--- config.mk ---
export PLATFORM = sky130hd
export DESIGN_NAME = frame_rx_deser
export DESIGN_NICKNAME = d
export VERILOG_FILES = /design/src/rtl/frame_pkg.sv /design/src/rtl/frame_rx_deser_fifo.sv /design/src/rtl/frame_rx_deser.sv
export SDC_FILE = /design/constraint.sdc
export NUM_CORES = 1
export LEC_CHECK = 0
export BUFFER_PORTS_ARGS = -buffer_cell sky130_fd_sc_hd__clkbuf_2
export CORE_MARGIN = 2
export CORE_UTILIZATION = 47
export DETAILED_ROUTE_END_ITERATION = 8
export PLACE_DENSITY = 0.74
export SYNTH_ARGS = -nofsm -noshare
export SYNTH_HDL_FRONTEND = slang
export SYNTH_SLANG_ARGS = --single-unit
--- constraint.sdc ---
create_clock -name clk -period 2.5 [get_ports clk]
set_input_delay 0 -clock clk [delete_from_list [all_inputs] [get_ports clk]]
set_output_delay 0 -clock clk [all_outputs]
set_load 0.01 [all_outputs]
--- src/rtl/frame_pkg.sv ---
`default_nettype none
// +----------------------------------------------------------------------------+
// | frame_pkg : shared frame layout, addresses and receiver FSM states          |
// | Revision  : 1.0                                                             |
// +----------------------------------------------------------------------------+
package frame_pkg;

  localparam int FRAME_W = 16;

  localparam logic [3:0] SFD   = 4'b0101;
  localparam logic [3:0] MAC_A = 4'hA;
  localparam logic [3:0] MAC_B = 4'hB;
  localparam logic [3:0] MAC_C = 4'hC;
  localparam logic [3:0] MAC_D = 4'hD;
  localparam logic [3:0] BCAST = 4'hF;

  localparam int SFD_MSB = 15;
  localparam int SFD_LSB = 12;
  localparam int DST_MSB = 11;
  localparam int DST_LSB = 8;
  localparam int SRC_MSB = 7;
  localparam int SRC_LSB = 4;
  localparam int PAY_MSB = 3;
  localparam int PAY_LSB = 0;

  typedef enum logic [1:0] {
    ST_HUNT  = 2'd0,
    ST_DATA  = 2'd1,
    ST_CHECK = 2'd2
  } rx_state_e;

endpackage
`default_nettype wire

--- src/rtl/frame_rx_deser_fifo.sv ---
`default_nettype none
// +----------------------------------------------------------------------------+
// | rx_fifo : synchronous FIFO with registered head, count, full and empty      |
// | Revision: 1.0                                                               |
// +----------------------------------------------------------------------------+
module rx_fifo #(
  parameter int WIDTH = 16,
  parameter int DEPTH = 4,
  localparam int AW   = $clog2(DEPTH)
) (
  input  logic             clk,
  input  logic             rst,
  input  logic             push_i,
  input  logic             pop_i,
  input  logic [WIDTH-1:0] din_i,
  output logic [WIDTH-1:0] dout_o,
  output logic             empty_o,
  output logic             full_o,
  output logic [AW:0]      count_o
);

  localparam logic [AW:0] FULL_CNT = (AW+1)'(DEPTH);

  logic [WIDTH-1:0] mem_q [DEPTH];
  logic [AW-1:0]    wr_ptr_q, wr_ptr_d;
  logic [AW-1:0]    rd_ptr_q, rd_ptr_d;
  logic [AW:0]      count_q, count_d;
  logic [WIDTH-1:0] dout_q, dout_d;
  logic             w_empty, w_full, w_pop, w_push;

  assign w_empty = (count_q == '0);
  assign w_full  = (count_q == FULL_CNT);
  assign w_pop   = pop_i && !w_empty;
  // A full FIFO still takes a push when a pop frees the head slot in the same cycle.
  assign w_push  = push_i && (!w_full || w_pop);

  always_comb begin
    wr_ptr_d = w_push ? wr_ptr_q + 1'b1 : wr_ptr_q;
    rd_ptr_d = w_pop  ? rd_ptr_q + 1'b1 : rd_ptr_q;
    count_d  = count_q;
    if (w_push && !w_pop)      count_d = count_q + 1'b1;
    else if (w_pop && !w_push) count_d = count_q - 1'b1;
    dout_d   = w_empty ? '0 : mem_q[rd_ptr_q];
  end

  always_ff @(posedge clk) begin
    if (rst && w_push) mem_q[wr_ptr_q] <= din_i;
  end

  always_ff @(posedge clk) begin
    if (!rst) begin
      wr_ptr_q <= '0;
      rd_ptr_q <= '0;
      count_q  <= '0;
      dout_q   <= '0;
    end else begin
      wr_ptr_q <= wr_ptr_d;
      rd_ptr_q <= rd_ptr_d;
      count_q  <= count_d;
      dout_q   <= dout_d;
    end
  end

  assign dout_o  = dout_q;
  assign empty_o = w_empty;
  assign full_o  = w_full;
  assign count_o = count_q;

endmodule
`default_nettype wire

--- src/rtl/frame_rx_deser.sv ---
`default_nettype none
// +----------------------------------------------------------------------------+
// | frame_rx_deser : SFD hunt, 16-bit frame deserializer, address filter and    |
// |                  receive FIFO. FRAME_RX_BCAST_EN also accepts DST 4'hF.      |
// | Revision       : 1.0                                                        |
// +----------------------------------------------------------------------------+
module frame_rx_deser
  import frame_pkg::*;
#(
  parameter logic [3:0] MAC_ADDRESS = 4'hA,
  parameter int         FIFO_DEPTH  = 4
) (
  input  logic                          clk,
  input  logic                          rst,
  input  logic                          rx_bit,
  output logic [FRAME_W-1:0]            rx_frame,
  output logic                          frame_rx_valid,
  input  logic                          fifo_rd_en,
  output logic [FRAME_W-1:0]            fifo_dout,
  output logic                          fifo_empty,
  output logic                          fifo_full,
  output logic [$clog2(FIFO_DEPTH):0]   fifo_count,
  output logic [7:0]                    rx_ok_cnt,
  output logic [7:0]                    rx_drop_cnt
);

  rx_state_e        state_q, state_d;
  logic [2:0]       win_q, win_d;
  logic [FRAME_W-1:0] shreg_q, shreg_d;
  logic [3:0]       bitcnt_q, bitcnt_d;
  logic [FRAME_W-1:0] rx_frame_q, rx_frame_d;
  logic             valid_q;
  logic [7:0]       ok_q, ok_d, drop_q, drop_d;

  logic [3:0]       w_window, w_dst, w_src;
  logic             w_check, w_dst_ok, w_accept, w_stored, w_dropped;

  assign w_window = {win_q, rx_bit};
  assign w_dst    = shreg_q[DST_MSB:DST_LSB];
  assign w_src    = shreg_q[SRC_MSB:SRC_LSB];
  assign w_check  = (state_q == ST_CHECK);

`ifdef FRAME_RX_BCAST_EN
  assign w_dst_ok = (w_dst == MAC_ADDRESS) || (w_dst == BCAST);
`else
  assign w_dst_ok = (w_dst == MAC_ADDRESS);
`endif

  assign w_accept  = w_check && w_dst_ok && (w_src != MAC_ADDRESS);
  assign w_stored  = w_accept && (!fifo_full || fifo_rd_en);
  assign w_dropped = (w_check && !w_accept) || (w_accept && !w_stored);

  always_comb begin
    state_d    = state_q;
    win_d      = win_q;
    shreg_d    = shreg_q;
    bitcnt_d   = bitcnt_q;
    rx_frame_d = w_accept ? shreg_q : rx_frame_q;
    ok_d       = (w_stored  && ok_q   != 8'hFF) ? ok_q + 8'd1   : ok_q;
    drop_d     = (w_dropped && drop_q != 8'hFF) ? drop_q + 8'd1 : drop_q;
    case (state_q)
      ST_HUNT: begin
        win_d = w_window[2:0];
        if (w_window == SFD) begin
          shreg_d  = FRAME_W'(SFD);
          bitcnt_d = 4'd0;
          state_d  = ST_DATA;
        end
      end
      ST_DATA: begin
        shreg_d  = {shreg_q[FRAME_W-2:0], rx_bit};
        bitcnt_d = bitcnt_q + 4'd1;
        if (bitcnt_q == 4'd11) state_d = ST_CHECK;
      end
      ST_CHECK: begin
        // Clearing the window keeps the frame tail from matching a fresh SFD.
        win_d   = 3'd0;
        state_d = ST_HUNT;
      end
      default: begin
        win_d   = 3'd0;
        state_d = ST_HUNT;
      end
    endcase
  end

  always_ff @(posedge clk) begin
    if (!rst) begin
      state_q    <= ST_HUNT;
      win_q      <= 3'd0;
      shreg_q    <= '0;
      bitcnt_q   <= 4'd0;
      rx_frame_q <= '0;
      valid_q    <= 1'b0;
      ok_q       <= 8'd0;
      drop_q     <= 8'd0;
    end else begin
      state_q    <= state_d;
      win_q      <= win_d;
      shreg_q    <= shreg_d;
      bitcnt_q   <= bitcnt_d;
      rx_frame_q <= rx_frame_d;
      valid_q    <= w_accept;
      ok_q       <= ok_d;
      drop_q     <= drop_d;
    end
  end

  rx_fifo #(
    .WIDTH (FRAME_W),
    .DEPTH (FIFO_DEPTH)
  ) u_fifo (
    .clk     (clk),
    .rst     (rst),
    .push_i  (w_accept),
    .pop_i   (fifo_rd_en),
    .din_i   (shreg_q),
    .dout_o  (fifo_dout),
    .empty_o (fifo_empty),
    .full_o  (fifo_full),
    .count_o (fifo_count)
  );

  assign rx_frame       = rx_frame_q;
  assign frame_rx_valid = valid_q;
  assign rx_ok_cnt      = ok_q;
  assign rx_drop_cnt    = drop_q;

endmodule
`default_nettype wire

== Word-level counts from Yosys, hierarchy flattened ==
Memory sizes are Yosys's and may differ from the RTL's. A register that Yosys moved wholly into a read port is not among the register bits.
Cells that the tools add are included.

* Register bits after elaboration: 65
* Memories: 1
* Input port bits: 4
* Word-level logic and storage cells: 71
* RAM bits: 64

{| class="wikitable"
|+ Memories
! memory !! depth !! width !! rd ports !! clocked after Yosys merged registers in !! write ports !! RTL line !! text
|-
| u_fifo.mem_q || 4 || 16 || 1 || 1 || 1 || frame_rx_deser_fifo.sv:24 || <nowiki>logic [WIDTH-1:0] mem_q [DEPTH];</nowiki>
|}

* Multiplexer cells: 12
* Bitwise operators: 1
* Add/sub/neg operators: 7
* Reduce and logical (&&, ||, !) cells: 28
* Equal/unequal tests: 11

{| class="wikitable"
|+ Operators by type and width
! operator !! number
|-
| one-hot mux 16 bit (2 select lines) || 1
|-
| adder 8 x 1 -> 8 bit, second input constant || 2
|-
| two-way mux 16 bit || 1
|-
| != test 8 bit, second input constant || 2
|-
| logical AND 1 bit || 12
|-
| equality test 4 bit, second input constant || 2
|-
| one-hot mux 4 bit (2 select lines) || 1
|-
| logical NOT 1 bit || 6
|-
| two-way mux 3 bit || 2
|-
| one-hot mux 3 bit (2 select lines) || 1
|-
| adder 2 x 1 -> 2 bit, second input constant || 2
|-
| adder 4 x 1 -> 4 bit, second input constant || 1
|-
| equality test 4 x 3 -> 1 bit, second input constant || 1
|-
| two-way mux 2 bit || 2
|-
| two-way mux 4 bit || 1
|-
| != test 2 bit, second input constant || 2
|-
| != test 4 bit, second input constant || 1
|-
| one-hot mux 2 bit (2 select lines) || 1
|-
| AND reduction 2 bit || 2
|-
| nonzero test 2 bit || 2
|-
| adder 3 x 1 -> 3 bit, second input constant || 1
|-
| equality test 3 bit, second input constant || 1
|-
| logical NOT 3 bit || 1
|-
| logical OR 1 bit || 3
|-
| 7 further kinds || 8
|}

== Logic depth before layout (Yosys ltp) ==
* Word-level depth: 9
* Gate-level depth with buffers: 10
* Gate-level depth less buffers: 9

== Modules after synthesis ==
A second synthesis with hierarchy kept.

* Cell total of the unflattened synthesis: 402
* Area, all modules: 5585.4 sq um

{| class="wikitable"
|+ By module, submodules not included
! module !! cells an instance !! area an instance (sq um) !! seq. area each (sq um) !! times used
|-
| rx_fifo || 163 || 3293.2 || 2382.3 || 1
|-
| frame_rx_deser || 239 || 2292.2 || 1161.1 || 1
|}

== Least setup slack after synthesis ==
No wires, ideal clock.

* Path kind: reg-to-reg
* Start point: register shreg_q[10]
* End point: register u_fifo.count_q[2] (netlist: u_fifo.count_o[2])
* Setup slack: 0.156 ns
* Arrival time: 2.273 ns
* Cell stages (with the launch flop): 10
* Buffers on the path: 0
* Library setup time: 0.070 ns
* Path through: dfxtp_1 -> and4bb_1 -> nand3_1 -> nor2_1 -> ha_1 -> inv_1 -> fa_1 -> xor2_1 -> or3_1 -> a21oi_1

* Word-level cells in the longest chain between the ends: 7
* Elaborated cells between the ends (all ways): 9
* Those cells by class: 1 x eq/ne; 1 x mux; 7 x reduce/logical

{| class="wikitable"
|+ RTL lines
! what !! RTL line !! text
|-
| from (decl) || frame_rx_deser.sv:29 || <nowiki>logic [FRAME_W-1:0] shreg_q, shreg_d;</nowiki>
|-
| from (signal assigned) || frame_rx_deser.sv:100 || <nowiki>shreg_q <= shreg_d;</nowiki>
|-
| equality test 4 bit (*) || frame_rx_deser.sv:46 || <nowiki>assign w_dst_ok = (w_dst == MAC_ADDRESS);</nowiki>
|-
| logical AND 1 bit (*) (2 in a row) || frame_rx_deser.sv:49 || <nowiki>assign w_accept = w_check && w_dst_ok && (w_src != MAC_ADDRESS);</nowiki>
|-
| logical AND 1 bit (*) || frame_rx_deser_fifo.sv:35 || <nowiki>assign w_push = push_i && (!w_full || w_pop);</nowiki>
|-
| logical NOT 1 bit || frame_rx_deser_fifo.sv:42 || <nowiki>else if (w_pop && !w_push) count_d = count_q - 1'b1;</nowiki>
|-
| logical AND 1 bit || frame_rx_deser_fifo.sv:42 ||
|-
| nonzero test 2 bit (no line) || - ||
|-
| to (signal assigned) || frame_rx_deser_fifo.sv:59 || <nowiki>count_q <= count_d;</nowiki>
|-
| to (decl) || frame_rx_deser_fifo.sv:27 || <nowiki>logic [AW:0] count_q, count_d;</nowiki>
|}

Every way passes the cells marked *; elsewhere a longest branch is shown, timed or not.
A chain may end at the register's enable or synchronous reset.

== Worst setup path in the final report ==
Ends and elaborated chain as after synthesis.

==> out/metrics.yaml <==
yosys:
  synth_warnings: 0
  synthArstFlopShare_pct: 0
  synth_top_flop_cell: "dfxtp_1"
  synth_edf_count: 64
  synth_seq_cells: 145
  synth_top_area_share_pct: 35.8
  synth_area_leaders: "edfxtp_1 36%, dfxtp_1 30%, mux4_2 6.7%"
  synth_nets: 411
  syn_avg_cell_area_sq_um: 13.5
  netlist-cell-type-count: 46
  ys_seq_area_share_pct: 66.1
  synth.largest_area_cell: "edfxtp_1"
  syn-instance-count: 398
  syn_area_sq_mm: 0.00536
clock_tree:
  cts_buffer_depth: 2
  cts_root_buf: "clkbuf_16"
  postCtsSetupBuffers: 0
  htreeDepth: 4
  clk_pin_slew_ns: 0.06
  insertion_delay_ns: 0.42
  clock-sinks: 145
  cts_tree: "yes"
  numCtsBuffers: 17
place:
  dp.cells: 596
  gp_congestion: 0.841
  portBuffers: 57
  hpwl_um: 6480
power:
  report.power.total_uw: 5740
  ir_drop_mv: 0.584
  p_leak_uw: 0.00246
  powerDensity_mw_per_mm2: 885
setup_path:
  critPathCaptureType: "flip-flop"
  cp.required_ns: 2.83
  arrival_ns: 2.64
  crit_path_start_kind: "flip-flop"
  cp_slowest_stage_delay_ns: 0.38
  crit_slowest_cell: "fa_1"
  crit_buf_inv: 1
  critical-path-top-delay-family: "simple AND/OR/NAND/NOR gates"
  crit_chain: "and4bb_1, nand3_1, nor2_2, ha_1, inv_1, fa_1, xor2_1, or3_1, a21oi_1"
  crit_type: "reg -> reg"
  crit_fanout: 7
layout:
  final_util_pct: 57.5
  syn2layout_area_growth_pct: 21.0
  final_nets: 487
  n_fill_cell: 879
  final_layout_size_suffix_gt1_share_pct: 26.7
  antennaDiodeCount: 0
  final_cell_mix: "80 x dfxtp_1, 64 x edfxtp_1, 57 x clkbuf_2"
  final_common_cell: "dfxtp_1"
  stdcell_count: 630
floorplan:
  coreArea_sq_mm: 0.0113
  die_w_um: 111
  initial_core_util_pct: 47.6
  die_y_um: 111
  io-pin-count: 58
  fp-row-count: 39
  dieArea_sq_mm: 0.0123
route:
  wire_per_inst_um: 16.4
  wl_um: 10300
  drcViolationCount: 0
  vias: 3389
  drt_iter0_drc: 195
  viasPerCell: 5.38
  first_pass_iters: 5
  postRouteAntennaNets: 0
grt:
  grtUsageTotal_pct: 17.7
  antenna_found_initial: 0
  grt_pass1_vias: 3279
  grt_max_degree: 43
  grt_overflow_total: 0
  grt_pass1_wl_um: 16600
outcome:
  status: "finished clean"
sta:
  period_share_pct: 92.4
  slew_viol_final: 0
  relSlewSlack_pct: 33.8
  max_freq_mhz: 433
  skew_ns: 0.00897
  min_period_ns: 2.31
  tightest_slew_ns: 0.989
  finalHoldViolCount: 0
  rsz0062_at_grt: "false"
  fin_setup_tns_ns: 0
  setup_viol: 0
job:
  maxCapViolCount: 0
hold_path:
  hp-class: "in -> reg"
## cell type report
cell class / instances / area [sq um] / area share, %
Sequential cell: 145 / 3540 / 54.6
Clock buffer: 20 / 457 / 7.04
Inverter: 7 / 26.3 / 0.405
Tap cell: 143 / 179 / 2.76
Timing Repair Buffer: 77 / 440 / 6.79
Clock inverter: 12 / 134 / 2.06
Multi-Input combinational cell: 226 / 1710 / 26.3
## layer usage
layer | track usage, % | wire length [um] | vias up | part of all wire (%)
met2 | 29.6 | 5320 | 89 | 52
met1 | 21.4 | 4460 | 1664 | 43
met4 | 6.92 | 108 | 0 | 1.0
li1 | - | - | 1623 | -
met3 | 5.52 | 431 | 13 | 4.2
met5 | 0 | 0 | - | 0
## Yosys cell counts, types with 2 or more instances
master and number:
o21ai_0 5, buf_2 5, clkbuf_1 12, nand3_1 6
inv_1 6, xor2_1 6, or3_1 3, nor2_1 33
nand2b_1 3, mux2i_1 6, and3_1 24, a211oi_1 5
a22o_1 15, or4_1 3, nand2_1 33, ha_1 8
nor3_1 2, buf_4 2, mux4_2 16, a21oi_1 22
nor2b_1 4, o221a_2 2, nand4_1 4, xnor2_1 8
edfxtp_1 64, dfxtp_1 81
## metrics by stage
step	setup WS [ns]	hold WS [ns]	instance area, sq um
6_report	0.189	0.104	6490
5_1_grt	0.0374	0.109	6490
4_1_cts	0.144	0.0858	6480
3_5_place_dp	0.164	0.320	5870
3_3_place_gp	0.310	0.294	5870
2_1_floorplan	0.156	0.144	5360
## power breakdown
| group | switching (uW) | internal [uW] | total [uW] |
|---|---|---|---|
| clock | 943 | 1520 | 2460 |
| combinational | 397 | 295 | 692 |
| sequential | 50.8 | 2540 | 2590 |
## logic make-up (layout without fill, tap and decap cells)
kind of cell / Yosys count / after routing / share of synthesized area (%)
flip-flops: 145 / 145 / 66.1
multiplexers: 22 / 22 / 7.84
AO/OA/AOI/OAI: 56 / 56 / 7.26
AND/OR/NAND/NOR: 125 / 125 / 12.1
XOR/XNOR: 14 / 14 / 2.29
adder cells (fa/ha/maj): 9 / 9 / 2.24
buffers and inverters: 27 / 116 / 2.15
## flip-flops by register name (all words and copies together), names as in the netlist
signal	count
bitcnt_q	4
state_q	2
win_q	3
rx_frame	16
u_fifo.wr_ptr_q	2
u_fifo.rd_ptr_q	2
frame_rx_valid	1
u_fifo.mem_q	64
shreg_q	16
u_fifo.dout_o	16
rx_drop_cnt	8
rx_ok_cnt	8
u_fifo.count_o	3
## what timing repair did
action | in CTS | in global routing
hold buffers | 2 | 0
setup endpoints to repair | 0 | 1
hold endpoints to repair | 4 | 0
resized for setup | 0 | 2
## final timing paths
kind	startpoint	end	slack, ns	cells after the start
worst max register to register	shreg_q[10]$_SDFFE_PN0P_	u_fifo.count_o[2]$_SDFFE_PN0P_	0.19	9
worst min register to register	rx_frame[14]$_SDFFE_PN0P_	rx_frame[14]$_SDFFE_PN0P_	0.46	2
worst max-delay path	shreg_q[10]$_SDFFE_PN0P_	u_fifo.count_o[2]$_SDFFE_PN0P_	0.19	9
worst min-delay path	rst	shreg_q[0]$_SDFFE_PN0P_	0.10	3
## worst register-to-register path, cell delays in order (launching register included)
cell and delay (ns):
dfxtp_1 0.36, and4bb_1 0.31, nand3_1 0.14, nor2_2 0.14, ha_1 0.20, inv_1 0.07
fa_1 0.38, xor2_1 0.15, or3_1 0.31, a21oi_1 0.18
Note: power is estimated with default switching activity, not from simulation.
